--- src/rtl/axi_xbar_pkg.sv ---
// Shared types and constants for the 1-master / 2-slave AXI4-Lite crossbar.
// AXI_XBAR_DECERR_EN (see axi_lite_addr_decode / axi_lite_xbar) enables the internal DECERR target.
package axi_xbar_pkg;

  typedef enum logic [1:0] {SEL_S0, SEL_S1, SEL_ERR} xbar_sel_t;
  typedef enum logic {RD_IDLE, RD_RESP} rd_state_t;
  typedef enum logic [1:0] {WR_IDLE, WR_WDATA, WR_BRESP} wr_state_t;

  localparam logic [1:0] RESP_OKAY   = 2'b00;
  localparam logic [1:0] RESP_DECERR = 2'b11;

  localparam logic [31:0] S0_BASE_DEF = 32'h8000_0000;
  localparam logic [31:0] S0_MASK_DEF = 32'hF800_0000;
  localparam logic [31:0] S1_BASE_DEF = 32'hA000_0000;
  localparam logic [31:0] S1_MASK_DEF = 32'hFF00_0000;

endpackage

--- src/rtl/axi_lite_if.sv ---
// AXI4-Lite bus (32-bit address/data, 4-bit write mask). Handshake rule on every channel:
// a beat transfers on the clock edge where valid && ready; valid never waits on ready.
interface axi_lite_if;
  logic [31:0] araddr;
  logic        arvalid;
  logic        arready;
  logic [31:0] rdata;
  logic [1:0]  rresp;
  logic        rvalid;
  logic        rready;
  logic [31:0] awaddr;
  logic        awvalid;
  logic        awready;
  logic [31:0] wdata;
  logic [3:0]  wmask;
  logic        wvalid;
  logic        wready;
  logic [1:0]  bresp;
  logic        bvalid;
  logic        bready;

  modport master (
    output araddr, arvalid, input arready,
    input rdata, rresp, rvalid, output rready,
    output awaddr, awvalid, input awready,
    output wdata, wmask, wvalid, input wready,
    input bresp, bvalid, output bready
  );

  modport slave (
    input araddr, arvalid, output arready,
    output rdata, rresp, rvalid, input rready,
    input awaddr, awvalid, output awready,
    input wdata, wmask, wvalid, output wready,
    output bresp, bvalid, input bready
  );
endinterface

--- src/rtl/axi_lite_addr_decode.sv ---
// Base/mask address decoder; S0 is checked first and wins on overlap.
// Misses go to SEL_ERR with AXI_XBAR_DECERR_EN defined, otherwise to the device slave S1.
module axi_lite_addr_decode
  import axi_xbar_pkg::*;
#(
  parameter logic [31:0] S0_BASE = S0_BASE_DEF,
  parameter logic [31:0] S0_MASK = S0_MASK_DEF,
  parameter logic [31:0] S1_BASE = S1_BASE_DEF,
  parameter logic [31:0] S1_MASK = S1_MASK_DEF
) (
  input  logic [31:0] addr,
  output xbar_sel_t   sel
);

  always_comb begin
    if ((addr & S0_MASK) == S0_BASE) begin
      sel = SEL_S0;
    end else if ((addr & S1_MASK) == S1_BASE) begin
      sel = SEL_S1;
    end else begin
`ifdef AXI_XBAR_DECERR_EN
      sel = SEL_ERR;
`else
      sel = SEL_S1;
`endif
    end
  end

endmodule

--- src/rtl/axi_lite_xbar.sv ---
// 1-master / 2-slave AXI4-Lite router with independent read and write FSMs, one outstanding each.
// AXI_XBAR_DECERR_EN builds an internal target answering unmapped addresses with DECERR.
module axi_lite_xbar
  import axi_xbar_pkg::*;
#(
  parameter logic [31:0] S0_BASE = S0_BASE_DEF,
  parameter logic [31:0] S0_MASK = S0_MASK_DEF,
  parameter logic [31:0] S1_BASE = S1_BASE_DEF,
  parameter logic [31:0] S1_MASK = S1_MASK_DEF
) (
  input  logic       clk,
  input  logic       reset,
  axi_lite_if.slave  m,
  axi_lite_if.master s0,
  axi_lite_if.master s1,
  output rd_state_t  dbg_rd_state,
  output wr_state_t  dbg_wr_state
);

  rd_state_t rd_state_q, rd_state_d;
  wr_state_t wr_state_q, wr_state_d;
  xbar_sel_t rd_sel_q, rd_sel_d;
  xbar_sel_t wr_sel_q, wr_sel_d;
  xbar_sel_t ar_sel, aw_sel;

  axi_lite_addr_decode #(.S0_BASE(S0_BASE), .S0_MASK(S0_MASK), .S1_BASE(S1_BASE), .S1_MASK(S1_MASK))
    u_ar_dec (.addr(m.araddr), .sel(ar_sel));
  axi_lite_addr_decode #(.S0_BASE(S0_BASE), .S0_MASK(S0_MASK), .S1_BASE(S1_BASE), .S1_MASK(S1_MASK))
    u_aw_dec (.addr(m.awaddr), .sel(aw_sel));

  assign s0.araddr = m.araddr;
  assign s1.araddr = m.araddr;
  assign s0.awaddr = m.awaddr;
  assign s1.awaddr = m.awaddr;
  assign s0.wdata  = m.wdata;
  assign s1.wdata  = m.wdata;
  assign s0.wmask  = m.wmask;
  assign s1.wmask  = m.wmask;

  assign dbg_rd_state = rd_state_q;
  assign dbg_wr_state = wr_state_q;

  always_comb begin
    rd_state_d = rd_state_q;
    rd_sel_d   = rd_sel_q;
    m.arready  = 1'b0;
    m.rvalid   = 1'b0;
    m.rdata    = 32'h0;
    m.rresp    = RESP_OKAY;
    s0.arvalid = 1'b0;
    s1.arvalid = 1'b0;
    s0.rready  = 1'b0;
    s1.rready  = 1'b0;
    case (rd_state_q)
      RD_IDLE: begin
        case (ar_sel)
          SEL_S0:  begin s0.arvalid = m.arvalid; m.arready = s0.arready; end
          SEL_S1:  begin s1.arvalid = m.arvalid; m.arready = s1.arready; end
`ifdef AXI_XBAR_DECERR_EN
          SEL_ERR: m.arready = 1'b1;
`endif
          default: ;
        endcase
        if (m.arvalid && m.arready) begin
          rd_sel_d   = ar_sel;
          rd_state_d = RD_RESP;
        end
      end
      RD_RESP: begin
        case (rd_sel_q)
          SEL_S0: begin
            m.rvalid  = s0.rvalid;
            m.rdata   = s0.rdata;
            m.rresp   = s0.rresp;
            s0.rready = m.rready;
          end
          SEL_S1: begin
            m.rvalid  = s1.rvalid;
            m.rdata   = s1.rdata;
            m.rresp   = s1.rresp;
            s1.rready = m.rready;
          end
`ifdef AXI_XBAR_DECERR_EN
          SEL_ERR: begin
            m.rvalid = 1'b1;
            m.rresp  = RESP_DECERR;
          end
`endif
          default: ;
        endcase
        if (m.rvalid && m.rready) rd_state_d = RD_IDLE;
      end
      default: rd_state_d = RD_IDLE;
    endcase
    // Handshake outputs are forced quiet for the whole reset window, not just after it.
    if (reset) begin
      m.arready  = 1'b0;
      m.rvalid   = 1'b0;
      s0.arvalid = 1'b0;
      s1.arvalid = 1'b0;
      s0.rready  = 1'b0;
      s1.rready  = 1'b0;
    end
  end

  always_comb begin
    wr_state_d = wr_state_q;
    wr_sel_d   = wr_sel_q;
    m.awready  = 1'b0;
    m.wready   = 1'b0;
    m.bvalid   = 1'b0;
    m.bresp    = RESP_OKAY;
    s0.awvalid = 1'b0;
    s1.awvalid = 1'b0;
    s0.wvalid  = 1'b0;
    s1.wvalid  = 1'b0;
    s0.bready  = 1'b0;
    s1.bready  = 1'b0;
    case (wr_state_q)
      WR_IDLE: begin
        // In idle, W only moves together with its AW so a slave never holds orphan write data.
        case (aw_sel)
          SEL_S0: begin
            s0.awvalid = m.awvalid;
            m.awready  = s0.awready;
            s0.wvalid  = m.wvalid && m.awvalid && s0.awready;
            m.wready   = s0.wready && m.awvalid && s0.awready;
          end
          SEL_S1: begin
            s1.awvalid = m.awvalid;
            m.awready  = s1.awready;
            s1.wvalid  = m.wvalid && m.awvalid && s1.awready;
            m.wready   = s1.wready && m.awvalid && s1.awready;
          end
`ifdef AXI_XBAR_DECERR_EN
          SEL_ERR: begin
            m.awready = 1'b1;
            m.wready  = m.awvalid;
          end
`endif
          default: ;
        endcase
        if (m.awvalid && m.awready) begin
          wr_sel_d   = aw_sel;
          wr_state_d = (m.wvalid && m.wready) ? WR_BRESP : WR_WDATA;
        end
      end
      WR_WDATA: begin
        case (wr_sel_q)
          SEL_S0:  begin s0.wvalid = m.wvalid; m.wready = s0.wready; end
          SEL_S1:  begin s1.wvalid = m.wvalid; m.wready = s1.wready; end
`ifdef AXI_XBAR_DECERR_EN
          SEL_ERR: m.wready = 1'b1;
`endif
          default: ;
        endcase
        if (m.wvalid && m.wready) wr_state_d = WR_BRESP;
      end
      WR_BRESP: begin
        case (wr_sel_q)
          SEL_S0: begin m.bvalid = s0.bvalid; m.bresp = s0.bresp; s0.bready = m.bready; end
          SEL_S1: begin m.bvalid = s1.bvalid; m.bresp = s1.bresp; s1.bready = m.bready; end
`ifdef AXI_XBAR_DECERR_EN
          SEL_ERR: begin m.bvalid = 1'b1; m.bresp = RESP_DECERR; end
`endif
          default: ;
        endcase
        if (m.bvalid && m.bready) wr_state_d = WR_IDLE;
      end
      default: wr_state_d = WR_IDLE;
    endcase
    if (reset) begin
      m.awready  = 1'b0;
      m.wready   = 1'b0;
      m.bvalid   = 1'b0;
      s0.awvalid = 1'b0;
      s1.awvalid = 1'b0;
      s0.wvalid  = 1'b0;
      s1.wvalid  = 1'b0;
      s0.bready  = 1'b0;
      s1.bready  = 1'b0;
    end
  end

  always_ff @(posedge clk) begin
    if (reset) begin
      rd_state_q <= RD_IDLE;
      wr_state_q <= WR_IDLE;
      rd_sel_q   <= SEL_S0;
      wr_sel_q   <= SEL_S0;
    end else begin
      rd_state_q <= rd_state_d;
      wr_state_q <= wr_state_d;
      rd_sel_q   <= rd_sel_d;
      wr_sel_q   <= wr_sel_d;
    end
  end

endmodule
--- src/flat_wrapper.sv ---
// flat-port wrapper written by rule: the top's interface ports become plain ports
module axi_lite_xbar_flat import axi_xbar_pkg::*;
#(
  parameter logic [31:0] S0_BASE = S0_BASE_DEF,
  parameter logic [31:0] S0_MASK = S0_MASK_DEF,
  parameter logic [31:0] S1_BASE = S1_BASE_DEF,
  parameter logic [31:0] S1_MASK = S1_MASK_DEF
)
  (clk, reset, dbg_rd_state, dbg_wr_state, m_araddr, m_arvalid, m_arready, m_rdata, m_rresp, m_rvalid, m_rready, m_awaddr, m_awvalid, m_awready, m_wdata, m_wmask, m_wvalid, m_wready, m_bresp, m_bvalid, m_bready, s0_araddr, s0_arvalid, s0_arready, s0_rdata, s0_rresp, s0_rvalid, s0_rready, s0_awaddr, s0_awvalid, s0_awready, s0_wdata, s0_wmask, s0_wvalid, s0_wready, s0_bresp, s0_bvalid, s0_bready, s1_araddr, s1_arvalid, s1_arready, s1_rdata, s1_rresp, s1_rvalid, s1_rready, s1_awaddr, s1_awvalid, s1_awready, s1_wdata, s1_wmask, s1_wvalid, s1_wready, s1_bresp, s1_bvalid, s1_bready);
  axi_lite_if m_i ();
  axi_lite_if s0_i ();
  axi_lite_if s1_i ();
  input  logic clk;
  input  logic reset;
  output rd_state_t dbg_rd_state;
  output wr_state_t dbg_wr_state;
  input wire logic [$bits(m_i.araddr)-1:0] m_araddr;
  input wire logic [$bits(m_i.arvalid)-1:0] m_arvalid;
  output wire logic [$bits(m_i.arready)-1:0] m_arready;
  output wire logic [$bits(m_i.rdata)-1:0] m_rdata;
  output wire logic [$bits(m_i.rresp)-1:0] m_rresp;
  output wire logic [$bits(m_i.rvalid)-1:0] m_rvalid;
  input wire logic [$bits(m_i.rready)-1:0] m_rready;
  input wire logic [$bits(m_i.awaddr)-1:0] m_awaddr;
  input wire logic [$bits(m_i.awvalid)-1:0] m_awvalid;
  output wire logic [$bits(m_i.awready)-1:0] m_awready;
  input wire logic [$bits(m_i.wdata)-1:0] m_wdata;
  input wire logic [$bits(m_i.wmask)-1:0] m_wmask;
  input wire logic [$bits(m_i.wvalid)-1:0] m_wvalid;
  output wire logic [$bits(m_i.wready)-1:0] m_wready;
  output wire logic [$bits(m_i.bresp)-1:0] m_bresp;
  output wire logic [$bits(m_i.bvalid)-1:0] m_bvalid;
  input wire logic [$bits(m_i.bready)-1:0] m_bready;
  output wire logic [$bits(s0_i.araddr)-1:0] s0_araddr;
  output wire logic [$bits(s0_i.arvalid)-1:0] s0_arvalid;
  input wire logic [$bits(s0_i.arready)-1:0] s0_arready;
  input wire logic [$bits(s0_i.rdata)-1:0] s0_rdata;
  input wire logic [$bits(s0_i.rresp)-1:0] s0_rresp;
  input wire logic [$bits(s0_i.rvalid)-1:0] s0_rvalid;
  output wire logic [$bits(s0_i.rready)-1:0] s0_rready;
  output wire logic [$bits(s0_i.awaddr)-1:0] s0_awaddr;
  output wire logic [$bits(s0_i.awvalid)-1:0] s0_awvalid;
  input wire logic [$bits(s0_i.awready)-1:0] s0_awready;
  output wire logic [$bits(s0_i.wdata)-1:0] s0_wdata;
  output wire logic [$bits(s0_i.wmask)-1:0] s0_wmask;
  output wire logic [$bits(s0_i.wvalid)-1:0] s0_wvalid;
  input wire logic [$bits(s0_i.wready)-1:0] s0_wready;
  input wire logic [$bits(s0_i.bresp)-1:0] s0_bresp;
  input wire logic [$bits(s0_i.bvalid)-1:0] s0_bvalid;
  output wire logic [$bits(s0_i.bready)-1:0] s0_bready;
  output wire logic [$bits(s1_i.araddr)-1:0] s1_araddr;
  output wire logic [$bits(s1_i.arvalid)-1:0] s1_arvalid;
  input wire logic [$bits(s1_i.arready)-1:0] s1_arready;
  input wire logic [$bits(s1_i.rdata)-1:0] s1_rdata;
  input wire logic [$bits(s1_i.rresp)-1:0] s1_rresp;
  input wire logic [$bits(s1_i.rvalid)-1:0] s1_rvalid;
  output wire logic [$bits(s1_i.rready)-1:0] s1_rready;
  output wire logic [$bits(s1_i.awaddr)-1:0] s1_awaddr;
  output wire logic [$bits(s1_i.awvalid)-1:0] s1_awvalid;
  input wire logic [$bits(s1_i.awready)-1:0] s1_awready;
  output wire logic [$bits(s1_i.wdata)-1:0] s1_wdata;
  output wire logic [$bits(s1_i.wmask)-1:0] s1_wmask;
  output wire logic [$bits(s1_i.wvalid)-1:0] s1_wvalid;
  input wire logic [$bits(s1_i.wready)-1:0] s1_wready;
  input wire logic [$bits(s1_i.bresp)-1:0] s1_bresp;
  input wire logic [$bits(s1_i.bvalid)-1:0] s1_bvalid;
  output wire logic [$bits(s1_i.bready)-1:0] s1_bready;
  assign m_i.araddr = m_araddr;
  assign m_i.arvalid = m_arvalid;
  assign m_arready = m_i.arready;
  assign m_rdata = m_i.rdata;
  assign m_rresp = m_i.rresp;
  assign m_rvalid = m_i.rvalid;
  assign m_i.rready = m_rready;
  assign m_i.awaddr = m_awaddr;
  assign m_i.awvalid = m_awvalid;
  assign m_awready = m_i.awready;
  assign m_i.wdata = m_wdata;
  assign m_i.wmask = m_wmask;
  assign m_i.wvalid = m_wvalid;
  assign m_wready = m_i.wready;
  assign m_bresp = m_i.bresp;
  assign m_bvalid = m_i.bvalid;
  assign m_i.bready = m_bready;
  assign s0_araddr = s0_i.araddr;
  assign s0_arvalid = s0_i.arvalid;
  assign s0_i.arready = s0_arready;
  assign s0_i.rdata = s0_rdata;
  assign s0_i.rresp = s0_rresp;
  assign s0_i.rvalid = s0_rvalid;
  assign s0_rready = s0_i.rready;
  assign s0_awaddr = s0_i.awaddr;
  assign s0_awvalid = s0_i.awvalid;
  assign s0_i.awready = s0_awready;
  assign s0_wdata = s0_i.wdata;
  assign s0_wmask = s0_i.wmask;
  assign s0_wvalid = s0_i.wvalid;
  assign s0_i.wready = s0_wready;
  assign s0_i.bresp = s0_bresp;
  assign s0_i.bvalid = s0_bvalid;
  assign s0_bready = s0_i.bready;
  assign s1_araddr = s1_i.araddr;
  assign s1_arvalid = s1_i.arvalid;
  assign s1_i.arready = s1_arready;
  assign s1_i.rdata = s1_rdata;
  assign s1_i.rresp = s1_rresp;
  assign s1_i.rvalid = s1_rvalid;
  assign s1_rready = s1_i.rready;
  assign s1_awaddr = s1_i.awaddr;
  assign s1_awvalid = s1_i.awvalid;
  assign s1_i.awready = s1_awready;
  assign s1_wdata = s1_i.wdata;
  assign s1_wmask = s1_i.wmask;
  assign s1_wvalid = s1_i.wvalid;
  assign s1_i.wready = s1_wready;
  assign s1_i.bresp = s1_bresp;
  assign s1_i.bvalid = s1_bvalid;
  assign s1_bready = s1_i.bready;
  axi_lite_xbar #(.S0_BASE(S0_BASE), .S0_MASK(S0_MASK), .S1_BASE(S1_BASE), .S1_MASK(S1_MASK)) u_core (.clk(clk), .reset(reset), .m(m_i), .s0(s0_i), .s1(s1_i), .dbg_rd_state(dbg_rd_state), .dbg_wr_state(dbg_wr_state));
endmodule
--- config.mk ---
export PLATFORM = sky130hd
export DESIGN_NAME = axi_lite_xbar_flat
export DESIGN_NICKNAME = d
export VERILOG_FILES = /design/src/rtl/axi_xbar_pkg.sv /design/src/rtl/axi_lite_if.sv /design/src/rtl/axi_lite_addr_decode.sv /design/src/rtl/axi_lite_xbar.sv /design/src/flat_wrapper.sv
export SDC_FILE = /design/constraint.sdc
export NUM_CORES = 1
export LEC_CHECK = 0
export BUFFER_PORTS_ARGS = -buffer_cell sky130_fd_sc_hd__buf_4
export CAP_MARGIN = 20
export CORE_AREA = 2 2 170 172
export DETAILED_ROUTE_END_ITERATION = 10
export DIE_AREA = 0 0 172 174
export PLACE_DENSITY_LB_ADDON = 0.15
export SYNTH_ARGS = -nofsm -noshare
export SYNTH_HDL_FRONTEND = slang
export SYNTH_SLANG_ARGS = --single-unit
export TNS_END_PERCENT = 50
--- constraint.sdc ---
create_clock -name clk -period 1.81 [get_ports clk]
set_input_delay 0 -clock clk [delete_from_list [all_inputs] [get_ports clk]]
set_output_delay 0 -clock clk [all_outputs]
set_load 0.03 [all_outputs]
==> results_tabular.tex <==
\begin{tabular}{lr}
\hline
Metric & Value \\
\hline
\multicolumn{2}{l}{\textbf{Run}} \\
\quad Max Cap Viol & 0 \\
\multicolumn{2}{l}{\textbf{Logic synthesis}} \\
\quad Main area contributors after synthesis & buf\_4 (57\%), mux2i\_1 (15\%), nor2\_1 (6.8\%) \\
\quad List of most frequent post-synthesis cells & buf\_4 (200), nor2\_1 (47), mux2i\_1 (38) \\
\quad Mean instance size in the synthesized netlist & roughly 7 um2 \\
\quad Simple-gate share of the synthesized area & $\sim$15\% \\
\quad Most frequently used flop master after synthesis & dfxtp\_1 \\
\quad Synthesized-area fraction occupied by ao, oa, aoi and oai cells & around 5.1\% \\
\quad Share of synthesized registers carrying an async set or reset & 0\% \\
\quad Post-Synth XOR/XNOR Area & 0\% \\
\quad Flop and latch count out of synthesis & 5 \\
\quad Number of unique standard cell types used by synthesis & 40 \\
\quad Adder-Cell Fraction of Synth Area & 0\% \\
\quad Area of the mapped netlist & around 2600 um2 \\
\quad Largest family of logic cells by synthesized area & buffers and inverters \\
\quad Cell with the most instances after synthesis & buf\_4 \\
\quad Number of instances in the synthesized netlist & around 360 \\
\quad Proportion of synthesized chip area in sequential cells & 3.83\% \\
\quad Post-Syn Nets & between 500 and 600 \\
\quad Multiplexer area fraction after synthesis & 16.0\% \\
\quad Dominant cell type by area after synthesis & buf\_4 \\
\quad EDFF count, synth & 0 \\
\quad Ys Warns & 0 \\
\quad Share of Yosys cell area claimed by the top area cell type & a little under three fifths \\
\multicolumn{2}{l}{\textbf{Timing}} \\
\quad Worst rel slew slack & between 60\% and 70\% \\
\quad Final setup violation count & 0 \\
\quad Total Neg Setup Slack & 0 ps \\
\quad Actual transition at the worst max-transition pin & between 400 and 500 ps \\
\quad Max Fclk & between 600 and 700 MHz \\
\quad Fin Clk Skew & slightly below 0.08 ps \\
\quad Final Critical Period & $\sim$1600 ps \\
\quad Final Slew Violations & 0 \\
\quad RSZ-0062 raised after global routing & false \\
\quad Hold Fails Final Rpt & 0 \\
\quad Period utilization & about nine tenths \\
\multicolumn{2}{l}{\textbf{Floorplan}} \\
\quad Count of standard-cell rows & 62 \\
\quad I/O pin total & roughly 440 \\
\quad Core area & roughly 28000 um2 \\
\quad Area of the die & 29900 um2 \\
\quad DIE HEIGHT & 174 um \\
\quad Starting Density & under 10\% \\
\quad Die width & about 170 um \\
\multicolumn{2}{l}{\textbf{Min path}} \\
\quad Tightest Hold Check Type & in2out \\
\multicolumn{2}{l}{\textbf{Layout}} \\
\quad Fraction of layout instances using a drive strength above 1 & 55.7\% \\
\quad Total number of nets in the final design & between 500 and 600 \\
\quad Fin util & a little over a tenth \\
\quad Synthesis-to-finish area growth & 12.8\% \\
\quad Antenna diodes & 0 \\
\quad Number of fillers in the final layout & between 3000 and 4000 \\
\multicolumn{2}{l}{\textbf{Power and ir drop}} \\
\quad Total power after layout & around 1.3 mW \\
\quad Reported leakage power & 1.34 nW \\
\quad Power per cell area & around 430 nW/um2 \\
\quad Maximum VDD drop & $\sim$0.29 mV \\
\multicolumn{2}{l}{\textbf{Clock tree}} \\
\quad TritonCTS clock tree & done \\
\quad Number of buffers between clock root and the deepest sink & 2 \\
\quad CTS buffer count & 3 \\
\quad Register clock-pin slew on the reported worst setup and hold paths & $\sim$40 ps \\
\quad Number of buffers added to fix hold violations after cts & 0 \\
\quad Post-CTS Resized & 0 \\
\quad Maximum level of the CTS H-tree & 1 \\
\quad \# clock sinks & 5 \\
\quad Number of buffers added for setup after CTS & 0 \\
\quad Worst-Skew Late Latency & between 200 and 250 ps \\
\quad Master cell of the clock root buffer & clkbuf\_16 \\
\multicolumn{2}{l}{\textbf{Worst setup path}} \\
\quad Worst Path Max Fanout & 6 \\
\quad Crit path required time & between 1500 and 2000 ps \\
\quad Start point of the critical path & u\_core.wr\_sel\_q[0]\$\_SDFFE\_PP0P\_ \\
\quad Startpoint types & flip-flop \\
\quad Setup slack, reg-to-reg & 200 ps \\
\quad Worst setup EP type & flip-flop \\
\quad Capture point of the worst path & u\_core.dbg\_wr\_state[1]\$\_SDFFE\_PP0P\_ \\
\quad Length in cells of the worst reg-to-reg path & 5 \\
\quad Critical register-to-register path endpoint & u\_core.dbg\_wr\_state[1]\$\_SDFFE\_PP0P\_ \\
\quad Worst Path Class, Setup & reg2reg \\
\quad Beginning of the worst register-to-register path & u\_core.wr\_sel\_q[0]\$\_SDFFE\_PP0P\_ \\
\quad Arrival time worst endpoint & roughly 1800 ps \\
\multicolumn{2}{l}{\textbf{Route}} \\
\quad Iteration-0 DRC count of the detailed router & between 70 and 80 \\
\quad Total wire length after detailed routing & slightly below 9000 um \\
\quad Vias after detailed routing & about 2000 \\
\quad Highest layer used for signal routing & met4 \\
\quad Routed vias/inst & 2.80 \\
\quad Met2 WL post-DR & between 4000 and 5000 um \\
\quad Routed wirelength normalized by instance count & roughly 12 um \\
\quad M1 WL & 2870 um \\
\quad Post-route DRC violation count & 0 \\
\quad Residual antenna-violating net count after detailed routing & 0 \\
\quad Detail Route met3 WL & 1080 um \\
\quad Total iterations of the first detailed-routing run & 4 \\
\multicolumn{2}{l}{\textbf{Place}} \\
\quad IO Port Bufs & roughly 170 \\
\quad Placed wire-length estimate & $\sim$7600 um \\
\quad Routability congestion estimate from global placement & between 0.6 and 0.7 \\
\multicolumn{2}{l}{\textbf{Global route}} \\
\quad Vias in the first global route & 2035 \\
\quad Number of antenna violations at the first check in global routing & 1 \\
\quad Pin count of the biggest net entering global routing & 36 \\
\quad Global-route usage over all layers & a little over 5\% \\
\quad Total grt overflow & 0 \\
\quad Global-route wire length before repair & roughly 12000 um \\
\multicolumn{2}{l}{\textbf{Run status}} \\
\quad Run status & complete, no violations \\
\hline
\end{tabular}
[sequential cells by signal (all words and copies together), names as in the netlist]
| register | flops |
|---|---|
| u_core.dbg_rd_state | 1 |
| u_core.dbg_wr_state | 2 |
| u_core.rd_sel_q | 1 |
| u_core.wr_sel_q | 1 |
[final cells by class]
type	count	area [um2]	area share, %
Timing Repair Buffer	176	1330	45.2
Sequential cell	5	101	3.44
Clock buffer	4	78.8	2.67
Inverter	2	7.51	0.255
Tap cell	384	480	16.3
Multi-Input combinational cell	145	946	32.1
[how the worst min path moves through the flow]
stage | from | endpoint | slack [ps] | cells after the start
global route | m_wdata[11] | s1_wdata[11] | 0.06 | 0
CTS | m_awaddr[11] | s1_awaddr[11] | 0.3 | 0
finish | m_wdata[11] | s0_wdata[11] | 0.01 | 0
floorplan | reset | u_core.dbg_wr_state[0]$_SDFFE_PP0P_ | 100 | 1
global placement | m_awaddr[11] | s1_awaddr[11] | 0.3 | 0
detailed placement | m_awaddr[11] | s1_awaddr[11] | 0.3 | 0
[placed cells by master, fill, tap and decap left out, types with 2 or more instances in the layout]
master | synthesis | layout
a211oi_1 | 2 | 2
clkbuf_16 | 0 | 3
nor4_1 | 2 | 2
and2_1 | 2 | 2
buf_4 | 200 | 175
nor3b_1 | 2 | 2
o21ai_0 | 3 | 3
nor3_1 | 2 | 2
dfxtp_1 | 5 | 4
nand2_1 | 13 | 13
and3_1 | 4 | 4
mux2_2 | 2 | 2
mux2i_1 | 38 | 38
a21oi_1 | 5 | 5
a21boi_0 | 2 | 2
nand2b_1 | 2 | 2
inv_1 | 2 | 2
nor2_1 | 47 | 47
[metal layers]
layer | up-vias | track usage [%]
li1 | 916 | -
met1 | 861 | 4.50
met2 | 162 | 9.55
met3 | 69 | 1.82
met4 | 0 | 3.12
met5 | - | 0
[cell families after synthesis]
group | count (synthesis)
buffers and inverters | 214
and+or+nand+nor | 84
muxes | 41
AOI/OAI and AO/OA | 20
DFF | 5
[metrics by stage]
stage,cells,setup slack [ps],cell area (um2),hold WS (ps)
4_1_cts,716,170,2950,0.302
2_1_floorplan,364,158,2610,101
5_1_grt,716,1.36,2950,0.0631
3_3_place_gp,712,202,2870,0.302
6_report,716,196,2950,0.0145
3_5_place_dp,712,185,2870,0.302
[power breakdown]
part	internal (mW)	switching, mW	leakage (nW)
Clock	0.292	0.0761	0.0382
Combinational	0.367	0.405	1.26
Sequential	0.121	0.0192	0.0415
Total	0.781	0.500	1.34
[worst max-delay path, stage by stage, from the launching register on]
cell and delay, ps:
dfxtp_1 450, buf_4 200, mux2_2 340, a21oi_1 240, a2111oi_0 100, a211oi_1 200
(Power assumes the default switching activity.)
